===== config.mk =====
export PLATFORM = sky130hd
export DESIGN_NAME = spi_io_master
export DESIGN_NICKNAME = d
export VERILOG_FILES = /design/src/rtl/spi_io_pkg.sv /design/src/rtl/spi_clk_div.sv /design/src/rtl/spi_io_master.sv
export SDC_FILE = /design/constraint.sdc
export NUM_CORES = 1
export LEC_CHECK = 0
export BUFFER_PORTS_ARGS = -buffer_cell sky130_fd_sc_hd__buf_4
export CAP_MARGIN = 30
export CORE_MARGIN = 8
export CORE_UTILIZATION = 42
export CTS_CLUSTER_DIAMETER = 150
export DETAILED_ROUTE_END_ITERATION = 6
export GPL_ROUTABILITY_DRIVEN = 0
export GPL_TIMING_DRIVEN = 0
export PLACE_DENSITY_LB_ADDON = 0.25
export SLEW_MARGIN = 20
export SYNTH_ARGS = -nofsm -noshare
export SYNTH_HDL_FRONTEND = slang
export SYNTH_SLANG_ARGS = --single-unit

===== constraint.sdc =====
create_clock -name clk_i -period 2.3 [get_ports clk_i]
set_input_delay 0.23 -clock clk_i [delete_from_list [all_inputs] [get_ports clk_i]]
set_output_delay 0.23 -clock clk_i [all_outputs]
set_load 0.01 [all_outputs]

===== src/rtl/spi_io_pkg.sv =====
// Shared types and register map for the memory-mapped SPI master.
package spi_io_pkg;

    typedef enum logic [2:0] {
        IDLE,
        SETUP,
        SHIFT,
        HOLD,
        DONE
    } spi_state_t;

    localparam logic [1:0] SPI_CTRL   = 2'd0;
    localparam logic [1:0] SPI_DIV    = 2'd1;
    localparam logic [1:0] SPI_DATA   = 2'd2;
    localparam logic [1:0] SPI_STATUS = 2'd3;

    localparam int CTRL_CPHA   = 0;
    localparam int CTRL_CPOL   = 1;
    localparam int CTRL_IRQ_EN = 2;
    localparam int CTRL_DEV    = 8;

    localparam int STAT_BUSY    = 0;
    localparam int STAT_DONE    = 1;
    localparam int STAT_OVERRUN = 2;

endpackage


===== src/rtl/spi_clk_div.sv =====
// Half-period tick generator: one-cycle tick every div+1 clocks, reloaded on restart.
module spi_clk_div #(
    parameter int DIV_WIDTH = 8
) (
    input  logic                 clk_i,
    input  logic                 reset_i,
    input  logic                 restart,
    input  logic [DIV_WIDTH-1:0] div,
    output logic                 tick
);

    logic [DIV_WIDTH-1:0] cnt;

    always_ff @(posedge clk_i) begin
        if (reset_i) begin
            cnt <= '0;
        end else if (restart || cnt == '0) begin
            cnt <= div;
        end else begin
            cnt <= cnt - DIV_WIDTH'(1);
        end
    end

    assign tick = (cnt == '0) && !restart;

endmodule


===== src/rtl/spi_io_master.sv =====
// Register-mapped SPI master: CTRL/DIV/DATA/STATUS, all four SPI modes, encoded device select.
module spi_io_master
    import spi_io_pkg::*;
#(
    parameter int DATA_WIDTH = 32,
    parameter int XFER_WIDTH = 8,
    parameter int SS_BITS    = 3,
    parameter int DIV_WIDTH  = 8
) (
    input  logic                  clk_i,
    input  logic                  reset_i,
    input  logic                  sel_i,
    input  logic                  wr_i,
    input  logic                  rd_i,
    input  logic [1:0]            addr_i,
    input  logic [DATA_WIDTH-1:0] wd_i,
    output logic [DATA_WIDTH-1:0] rd_o,
    output logic                  irq_o,
    output logic                  spi_clk,
    output logic                  mosi,
    input  logic                  miso,
    output logic [SS_BITS-1:0]    spi_addr
);

    localparam int BCNT_W = $clog2(XFER_WIDTH + 1);

    spi_state_t state, state_next;

    logic                  cpha, cpol, irq_en;
    logic [SS_BITS-1:0]    dev;
    logic [DIV_WIDTH-1:0]  div;
    logic                  busy, done, overrun;
    logic [XFER_WIDTH-1:0] rx, tx_sr, rx_sr, tx_shift;
    logic [XFER_WIDTH:0]   rx_cat;
    logic [BCNT_W-1:0]     bit_cnt;
    logic                  tick, idle, start, leading, last_edge, shift_tx, sample_rx;
    logic                  wr_ctrl, wr_div, wr_data, wr_stat, rd_data;
    logic [DATA_WIDTH-1:0] ctrl_word, stat_word, read_word;
    logic                  unused_bits;

    assign wr_ctrl = sel_i && wr_i && (addr_i == SPI_CTRL);
    assign wr_div  = sel_i && wr_i && (addr_i == SPI_DIV);
    assign wr_data = sel_i && wr_i && (addr_i == SPI_DATA);
    assign wr_stat = sel_i && wr_i && (addr_i == SPI_STATUS);
    assign rd_data = sel_i && rd_i && (addr_i == SPI_DATA);

    assign idle  = (state == IDLE);
    assign start = wr_data && idle;

    // Leading edge = spi_clk leaving its idle level; the final trailing edge ends SHIFT.
    assign leading   = (spi_clk == cpol);
    assign last_edge = !leading &&
                       (bit_cnt == (cpha ? BCNT_W'(XFER_WIDTH - 1) : BCNT_W'(XFER_WIDTH)));
    assign sample_rx = (state == SHIFT) && tick && (leading != cpha);
    assign shift_tx  = (state == SHIFT) && tick &&
                       (cpha ? (leading && bit_cnt != '0) : (!leading && !last_edge));
    assign tx_shift  = tx_sr << 1;
    assign rx_cat    = {rx_sr, miso};
    assign irq_o     = done && irq_en;
    assign unused_bits = ^{wd_i, rx_cat[XFER_WIDTH]};

    spi_clk_div #(.DIV_WIDTH(DIV_WIDTH)) u_clk_div (
        .clk_i   (clk_i),
        .reset_i (reset_i),
        .restart (start),
        .div     (div),
        .tick    (tick)
    );

    always_ff @(posedge clk_i) begin
        if (reset_i) state <= IDLE;
        else         state <= state_next;
    end

    always_comb begin
        state_next = state;
        case (state)
            IDLE:    if (start) state_next = SETUP;
            SETUP:   if (tick) state_next = SHIFT;
            SHIFT:   if (tick && last_edge) state_next = HOLD;
            HOLD:    if (tick) state_next = DONE;
            DONE:    state_next = IDLE;
            default: state_next = IDLE;
        endcase
    end

    always_comb begin
        ctrl_word = '0;
        ctrl_word[CTRL_CPHA]   = cpha;
        ctrl_word[CTRL_CPOL]   = cpol;
        ctrl_word[CTRL_IRQ_EN] = irq_en;
        ctrl_word[CTRL_DEV +: SS_BITS] = dev;
        stat_word = '0;
        stat_word[STAT_BUSY]    = busy;
        stat_word[STAT_DONE]    = done;
        stat_word[STAT_OVERRUN] = overrun;
        read_word = stat_word;
        case (addr_i)
            SPI_CTRL: read_word = ctrl_word;
            SPI_DIV:  read_word = DATA_WIDTH'(div);
            SPI_DATA: read_word = DATA_WIDTH'(rx);
            default:  read_word = stat_word;
        endcase
    end

    // Shift registers carry data only and are always loaded before use.
    always_ff @(posedge clk_i) begin
        if (start) begin
            tx_sr   <= wd_i[XFER_WIDTH-1:0];
            bit_cnt <= '0;
        end else begin
            if (shift_tx) tx_sr <= tx_shift;
            if (sample_rx) begin
                rx_sr   <= rx_cat[XFER_WIDTH-1:0];
                bit_cnt <= bit_cnt + BCNT_W'(1);
            end
        end
    end

    always_ff @(posedge clk_i) begin
        if (reset_i) begin
            cpha     <= 1'b0;
            cpol     <= 1'b0;
            irq_en   <= 1'b0;
            dev      <= '0;
            div      <= '0;
            busy     <= 1'b0;
            done     <= 1'b0;
            overrun  <= 1'b0;
            rx       <= '0;
            rd_o     <= '0;
            spi_clk  <= 1'b0;
            mosi     <= 1'b0;
            spi_addr <= '0;
        end else begin
            if (idle && wr_ctrl) begin
                cpha   <= wd_i[CTRL_CPHA];
                cpol   <= wd_i[CTRL_CPOL];
                irq_en <= wd_i[CTRL_IRQ_EN];
                dev    <= wd_i[CTRL_DEV +: SS_BITS];
            end
            if (idle && wr_div) div <= wd_i[DIV_WIDTH-1:0];
            if (shift_tx) mosi <= tx_shift[XFER_WIDTH-1];
            case (state)
                IDLE: begin
                    spi_clk <= wr_ctrl ? wd_i[CTRL_CPOL] : cpol;
                    if (start) begin
                        busy     <= 1'b1;
                        spi_addr <= dev;
                        mosi     <= wd_i[XFER_WIDTH-1];
                    end
                end
                SHIFT: if (tick) spi_clk <= ~spi_clk;
                HOLD:  if (tick) spi_addr <= '0;
                DONE: begin
                    busy <= 1'b0;
                    rx   <= rx_sr;
                end
                default: ;
            endcase
            // Setting a flag takes priority over a simultaneous clear.
            if (state == DONE) done <= 1'b1;
            else if (rd_data || (wr_stat && wd_i[STAT_DONE])) done <= 1'b0;
            if (wr_data && !idle) overrun <= 1'b1;
            else if (wr_stat && wd_i[STAT_OVERRUN]) overrun <= 1'b0;
            if (sel_i && rd_i) rd_o <= read_word;
        end
    end

endmodule


; ---- Yosys cells after proc, flatten, opt, wreduce, memory -nomap -nowiden
; Index checks and enable logic that the tools add are counted.
[totals]
register_bits = 92
inputBits = 40
out_inout_bits = 38
wordCells = 106
[op_classes]
add_sub_neg = 2
n_eq_ne = 15
muxes = 26
bitwise = 2
reduce_logical = 43
[op_table]
columns = cell, count
row1 = $pmux 11 s3, 1
row2 = $logic_and 1x1->1, 22
row3 = $mux 3, 6
row4 = $mux 7, 2
row5 = $pmux 3 s4, 1
row6 = $reduce_bool 2->1, 6
row7 = $mux 1, 11
row8 = $logic_not 8->1, 1
row9 = $mux 8, 1
row10 = $sub 8x1->8 const B, 1
row11 = $eq 3x2->1 const B, 2
row12 = $ne 2x2->1 const B, 3
row13 = $pmux 3 s2, 1
row14 = $reduce_and 2->1, 3
row15 = $add 4x1->4 const B, 1
row16 = $eq 2x2->1 const B, 2
row17 = $eq 4x4->1, 1
row18 = $logic_not 1->1, 4
row19 = $mux 4, 1
row20 = $ne 2x1->1 const B, 2
row21 = $pmux 1 s2, 2
row22 = $reduce_and 4->1, 1
row23 = $reduce_bool 4->1, 1
row24 = $eq 3x1->1 const B, 1
row25 = other kinds (9), 11

; ---- Logic depth before layout (Yosys ltp)
; Gate-level depths: netlist of run 1.
[logic_depth]
ltp_word = 10
ltp_mapped = 8
depth_no_buf = 6

; ---- Hierarchy
; Synthesis of run 1 repeated with hierarchy kept, for this count alone.
[hier_totals]
hier_cells = 334
hier_area_um2 = 3331.9
[modules_own_cells]
columns = module, instances, cells_each, area_each_um2, seq_area_each_um2
row1 = spi_io_master, 1, 285, 2855.2, 1411.4
row2 = spi_clk_div, 1, 49, 476.7, 160.2

; ---- Worst setup path after synthesis of run 1
; No wires, ideal clock.
[synth_path]
path_kind = reg-to-reg
from = register u_clk_div.cnt[0]
to = register tx_sr[0] (enable)
setup_ps = 323
arrival_ps = 1634
t_required_ps = 1977
path_slack_ps = 343
path_stages_with_launch = 7
n_path_buf = 0
path_cell_list = dfxtp_1 inv_1 ha_1 nor3b_2 nand2_1 or4_1 nand2_1
[synth_between]
elab_chain_cells = 5
[synth_rtl]
columns = item, line
row1 = from (decl), spi_clk_div.sv:12  ; logic [DIV_WIDTH-1:0] cnt;
row2 = from (signal assigned), spi_clk_div.sv:18  ; cnt <= div;
row3 = from (signal assigned), spi_clk_div.sv:20  ; cnt <= cnt - DIV_WIDTH'(1);
row4 = $logic_not 8->1, spi_clk_div.sv:24  ; assign tick = (cnt == '0) && !restart;
row5 = $logic_and 1x1->1, spi_clk_div.sv:24
row6 = $logic_and 1x1->1 (2 in a row), spi_io_master.sv:55  ; assign shift_tx = (state == SHIFT) && tick &&
row7 = $reduce_bool 2->1 (no source line), --
row8 = to (signal assigned), spi_io_master.sv:109  ; tx_sr <= wd_i[XFER_WIDTH-1:0];
row9 = to (signal assigned), spi_io_master.sv:112  ; if (shift_tx) tx_sr <= tx_shift;
row10 = to (decl), spi_io_master.sv:33  ; logic [XFER_WIDTH-1:0] rx, tx_sr, rx_sr, tx_shift;
; No other way between the ends.
; A chain may end at the register's enable or synchronous reset.

; ---- Worst setup path in the final report of run 1
; Same ends and word-level chain as after synthesis.

==> reports/results.txt, run 1 <==
Status: complete, no violations
Number of cells traversed by the worst hold path: 1
Via density per instance: 5.05
Worst IR Drop VDD: 456 uV
Synthesis-to-layout area growth: 20.9%
Placed inst area: 3700 um^2
Antenna diodes: 0
Startpoint of the worst register-to-register path: u_clk_div.cnt[0]
Register-to-Register Path Depth: 6
Fraction of layout instances using a drive strength above 1: 0.213
Port buffer count: 33
Final Max Tran Viols: 0
Wirelength per Cell: 15.2 um
Max cap viols: 0
Areal power density over the cells: 800 nW/um^2
Largest fanout on the critical path: 7
DRC viols: 0
Number of flops mapped to enable cells by yosys: 15
Data arrival time of the critical path: 2190 ps
Number of buffers inserted during clock tree synthesis: 9
Asr flop ratio synth: 0
Type of the setup path with the least slack: flip-flop to flip-flop
Cell Count, Final, Fillers Out: 520
Num Clock Sinks: 71
Main synth FF type: dfxtp_1
Final setup violation count: 0
Root cell of the clock tree: clkbuf_8
Global-route total usage across every layer: 0.146
Worst path required time: 2340 ps
CTS Buffer Depth: 2
Pre-antenna DRT Iters: 4
Power, Total: 3.14 mW
End of the worst hold path: rx_sr[0]
Vert. Die Dim: 104 um
Deepest level of the CTS H-tree: 3
First-pass GRT wire length: 12900 um
Count of endpoints failing hold in the final timing report: 0
Top achievable clock speed: 0.465 GHz
Number of distinct library cell variants in the gate-level netlist after synthesis: 50
Leakage power of the design: 1.58 nW
Number of synthesis warnings: 0
Most area-consuming cells after synthesis: dfxtp_1 (34%), edfxtp_1 (14%), nand2_1 (6.6%)
Total Die Area: 10800 um^2
Final-layout setup total negative slack: 0 ps
Final critical delay including setup and external delays: 2150 ps
Critical Path Sink Type: flip-flop
Most frequent cell after synthesis: nand2_1
Remaining Overflow, GRT: 0
Netlist area before placement: 3250 um^2
Crit path max-delay cell type: or4_1
Final instance area: 3930 um^2
Count of routing violations after the opening detailed-route iteration: 192
Floorplan Core Area: 7610 um^2
Count of mapped cells out of synthesis: 347
Clock transition at the register clock pins on the worst setup and hold paths after CTS: 80 ps
Hold wc startpoint: miso
Number of antenna violations at the first check in global routing: 0
Layout net count: 457
Critical path launch point type: flip-flop
Hold/Removal Path Class: input pin to flip-flop
Share of the clock period used by the worst path: 0.936
Slew at the pin closest to its max-slew limit: 623 ps
Clock tree from TritonCTS: yes
Routed via count: 2628
Clock Latency Late Sink: 350 ps
Max-slew headroom at the worst pin: 0.585
Sequential area share after synthesis: 0.483
Setup clock skew after layout: 8.49 ps
Post-Syn Area per Cell: 9.37 um^2
Seq cells post-synth: 71
Routed Antenna Nets: 0
Width of the die: 104 um
Cell taking the most area after synthesis: dfxtp_1
Starting Density: 0.427
Top Ports: 78
Number of hold buffers added after cts: 0
Number of global-route vias before repair: 2608
Flop-to-flop setup slack: 150 ps
Post-DP HPWL: 5870 um
Series of cell instances along the critical path: inv_1 > ha_1 > nor3b_4 > nand2_1 > or4_1 > nand2_2
Top cells by instance count after synthesis: nand2_1 (57), dfxtp_1 (56), a21oi_1 (29), nor2_1 (29), buf_4 (21)
Total length of routed wires: 7910 um
Endpoint of the worst-slack reg-to-reg timing path: tx_sr[0]
Largest net degree at the start of global routing: 13
Placed Cells incl. Taps: 502
Synth top area share: 0.345
Biggest cell delay along the critical path: 540 ps
Setup repair after global routing missed its margin: no
Rows: 32
flip-flops by register name, indices dropped and copies added (netlist names), 4 cells and up:
signal / count
rd_o: 11
div: 8
rx: 8
rx_sr: 8
u_clk_div.cnt: 8
tx_sr: 7
bit_cnt: 4
stage by stage:
step	hold WS (ps)	util	setup WS, ps
finish	51.4	0.517	148
floorplan	329	-	343
CTS	39.2	0.513	15.7
detailed placement	410	0.487	25.9
global route	34.0	0.517	58.3
global placement	410	0.487	65.3
critical path, delay by kind of cell (launching register included):
kind | cells | cell delay [ps]
and+or+nand+nor | 4 | 1260
adders and majority gates | 1 | 160
DFF | 1 | 340
buffers and inverters | 1 | 80
report_power, final:
| group | leakage, nW | internal (mW) | switching [mW] |
|---|---|---|---|
| clock network | 0.0916 | 0.529 | 0.476 |
| logic | 0.898 | 0.322 | 0.374 |
| registers | 0.590 | 1.35 | 0.0904 |
layout by cell type, fill, tap and decap left out, types with 5 or more instances in the layout:
cell / synthesis / routed
nand2_1: 57 / 56
buf_4: 21 / 56
dfxtp_1: 56 / 56
a21oi_1: 29 / 29
nor2_1: 29 / 29
conb_1: 1 / 21
edfxtp_1: 15 / 15
clkbuf_1: 13 / 14
mux2i_1: 13 / 13
clkbuf_8: 0 / 10
o21ai_0: 9 / 9
inv_1: 8 / 8
nor3_1: 8 / 8
buf_2: 7 / 7
a211oi_1: 7 / 7
nand3_1: 6 / 6
a221oi_1: 5 / 5
repair_timing:
action	4_1_cts	5_1_grt
buffers inserted	0	2
setup endpoints to repair	7	7
pin swaps	0	1
gates resized for setup	1	2
metal layers:
metal	global-route usage	share of wire
met1	0.171	0.44
met2	0.245	0.49
met3	0.0409	0.055
met4	0.0631	0.019
met5	0	0
final cells by class:
type	instances	area, um^2
clock inverters	5	57.6
multi-input cells	247	1500
inverters	8	30.0
fillers	733	3680
repair buffers	35	263
plain buffers	41	241
well taps	102	128
clock buffers	11	141
flip-flops and latches	71	1570
how the worst max path moves through the flow:
stage | startpoint | to | cells past startpoint
floorplan | u_clk_div.cnt[0] | tx_sr[0] | 6
global placement | u_clk_div.cnt[0] | tx_sr[0] | 6
finish | u_clk_div.cnt[0] | tx_sr[0] | 6
CTS | state[0] | tx_sr[0] | 5
detailed placement | state[0] | tx_sr[0] | 5
global route | u_clk_div.cnt[0] | tx_sr[0] | 6
logic make-up (layout without fill, tap and decap cells):
kind of cell             count (synthesis)  count (layout)  synth area share
multiplexers                            17              17            0.0643
flip-flops                              71              71             0.483
buffers and inverters                   49             100            0.0835
adder cells (fa/ha/maj)                  4               4            0.0154
AO/OA/AOI/OAI                           64              64             0.122
AND/OR/NAND/NOR                        132             132             0.201
XOR/XNOR                                 9               9            0.0285
other                                    1              21           0.00115
(Power assumes the default switching activity.)
==> inputs of run 2 (changes only) <==
--- a/config.mk
+++ b/config.mk
@@ -17,4 +17,5 @@
 export SLEW_MARGIN = 20
 export SYNTH_ARGS = -nofsm -noshare
 export SYNTH_HDL_FRONTEND = slang
+export SYNTH_HIERARCHICAL = 1
 export SYNTH_SLANG_ARGS = --single-unit
==> reports/results.txt, run 2 <==
Count of routing violations after the opening detailed-route iteration: 114
Number of global-route vias before repair: 2518
Wirelength per Cell: 14.9 um
Sequential power share: 0.432
Num Clock Sinks: 71
Cell Int Power: 2.33 mW
Count of endpoints failing hold in the final timing report: 0
Rows: 32
Critical path launch point type: flip-flop
Remaining Overflow, GRT: 0
Largest net degree at the start of global routing: 14
Deepest level of the CTS H-tree: 3
Post-DP HPWL: 5770 um
Floorplan Core Area: 7730 um^2
Vert. Die Dim: 105 um
Leakage power of the design: 1.71 nW
Fraction of layout instances using a drive strength above 1: 0.267
Share of the clock period used by the worst path: 0.942
DRC viols: 0
Port buffer count: 32
Status: complete, no violations
Slew at the pin closest to its max-slew limit: 596 ps
Root cell of the clock tree: clkbuf_8
Data arrival time of the critical path: 2220 ps
Clock tree from TritonCTS: yes
Total length of routed wires: 7560 um
Clock Latency Late Sink: 340 ps
Number of flops mapped to enable cells by yosys: 15
Post-Syn Area per Cell: 9.98 um^2
Biggest cell delay along the critical path: 420 ps
Grt met2 use: 0.225
Multi-input gate area: 1560 um^2
Count of mapped cells out of synthesis: 334
Placement Setup Slack: -411 ps
Most area-consuming cells after synthesis: dfxtp_1 (34%), edfxtp_1 (14%), mux2i_1 (7.5%)
Cell Count, Final, Fillers Out: 506
Placed inst area: 3770 um^2
Netlist area before placement: 3330 um^2
Final worst-path setup slack: 134 ps
Cell taking the most area after synthesis: dfxtp_1
Max cap viols: 0
Final instance area: 4060 um^2
Total Die Area: 11000 um^2
Most frequent cell after synthesis: dfxtp_1
Main synth FF type: dfxtp_1
Width of the die: 105 um
Synthesis-to-layout area growth: 21.9%
Max-slew headroom at the worst pin: 0.603
Global-route total usage across every layer: 0.141
Clock network fraction of design power: 0.342
First-pass GRT wire length: 12600 um
Starting Density: 0.431
Number of buffers inserted during clock tree synthesis: 9
Clock transition at the register clock pins on the worst setup and hold paths after CTS: 80 ps
Critical Path Sink Type: flip-flop
Antenna diodes: 0
Number of synthesis warnings: 6
Final Max Tran Viols: 0
Top achievable clock speed: 0.462 GHz
Top Ports: 78
Via density per instance: 4.87
Series of cell instances along the critical path: nor4_4 > nand3_2 > nor2_4 > and4bb_2 > nor4b_4 > nor2_2 > nand2_4
Worst IR Drop VDD: 411 uV
Met3 global-route usage: 0.0448
Busiest layer in global routing: met2
Number of antenna violations at the first check in global routing: 0
Switching Fraction: 0.291
Most common library cell in the layout ignoring fill and taps: buf_4
Routed Antenna Nets: 0
Seq cells post-synth: 71
Areal power density over the cells: 810 nW/um^2
Largest fanout on the critical path: 7
Met1 track utilization from global routing: 0.172
Setup clock skew after layout: 6.26 ps
Count of fill cells added during filler insertion: 743
Hold/Removal Path Class: input pin to flip-flop
Register with the most flip-flops: rd_o
Crit path max-delay cell type: nor4_4
Layout net count: 443
Routed via count: 2463
Combinational Power Share: 0.227
Leading cell types in the layout, fill and taps excluded: buf_4 (59), dfxtp_1 (54), nor2_1 (49)
Asr flop ratio synth: 0
P_sw: 959 uW
Pre-antenna DRT Iters: 4
Final-layout setup total negative slack: 0 ps
Final setup violation count: 0
Largest register FFs: 11
Placed Cells incl. Taps: 488
CTS Buffer Depth: 2
Sequential area share after synthesis: 0.472
Final critical delay including setup and external delays: 2170 ps
Worst path required time: 2350 ps
Type of the setup path with the least slack: flip-flop to flip-flop
Synth top area share: 0.336
Top cells by instance count after synthesis: dfxtp_1 (56), nor2_1 (51), nand2_1 (36), buf_4 (26), mux2i_1 (25)
Footprint of the flip-flops and latches: 1570 um^2
Number of distinct library cell variants in the gate-level netlist after synthesis: 54
## run 2: cell count changes after synthesis, sizes merged, moves of 3 or more
cell and change:
a21oi -20, nor2 +22, mux2i +12, or3 -3
nand3b -4, nand2 -20, nor4b +3, or4 -3
buf +5, clkbuf -6, o21ai -5
## run 2: cells by family after synthesis
| kind of cell | Yosys count | share of synthesized area |
|---|---|---|
| AND/OR/NAND/NOR | 130 | 0.198 |
| flip-flops | 71 | 0.472 |
| buffers and inverters | 50 | 0.0916 |
| AO/OA/AOI/OAI | 40 | 0.0965 |
| multiplexers | 28 | 0.0954 |
| XOR/XNOR | 10 | 0.0304 |
| adder cells (fa/ha/maj) | 4 | 0.0150 |
| other | 1 | 0.00113 |
## run 2: per-layer routing
layer	up-vias	share of wire	wire length, um
met5	-	0	0
li1	1250	-	-
met3	15	0.050	375
met1	1139	0.47	3570
met4	0	0.020	154
met2	59	0.46	3470
## run 2: layout make-up
type / instances / share of cell area
Buffer: 40 / 0.0669
Clock buffer: 11 / 0.0428
Clock inverter: 5 / 0.0145
Inverter: 10 / 0.00986
Multi-Input combinational cell: 233 / 0.384
Sequential cell: 71 / 0.388
Tap cell: 102 / 0.0314
Timing Repair Buffer: 34 / 0.0628
## run 2: path summary, 6_finish.rpt
| kind | start | endpoint | slack [ps] | cells past startpoint |
|---|---|---|---|---|
| worst max-delay path | u_clk_div/cnt[5] | tx_sr[3] | 130 | 7 |
| worst min-delay path | miso | rx_sr[0] | 60 | 1 |
| worst max register to register | u_clk_div/cnt[5] | tx_sr[3] | 130 | 7 |
| worst min register to register | rx_sr[2] | rx_sr[3] | 460 | 0 |
## run 2: power groups by stage
stage	clock network, mW	registers (mW)	logic [mW]
2_1_floorplan	0	1.43	0.569
3_3_place_gp	0	1.44	0.690
3_5_place_dp	0	1.45	0.705
4_1_cts	1.15	1.42	0.719
5_1_grt	1.21	1.43	0.823
6_report	1.13	1.42	0.746
## run 2: worst max-delay path, delay by kind of cell (launching register included)
| kind | cells | cell delay [ps] |
|---|---|---|
| and+or+nand+nor | 7 | 1530 |
| DFF | 1 | 350 |
## run 2: per-stage QoR
step                 util  total power [mW]  hold slack, ps
global route        0.526              3.47            43.5
global placement    0.489              2.13             409
detailed placement  0.489              2.15             410
finish              0.526              3.29            60.9
floorplan               -              2.00             329
CTS                 0.521              3.28            42.7
## run 2: timing repair
action,CTS,global route
buffers inserted,1,1
hold buffers,0,0
pin swaps,1,4
endpoints found under the setup margin,16,16
gates resized for setup,4,8
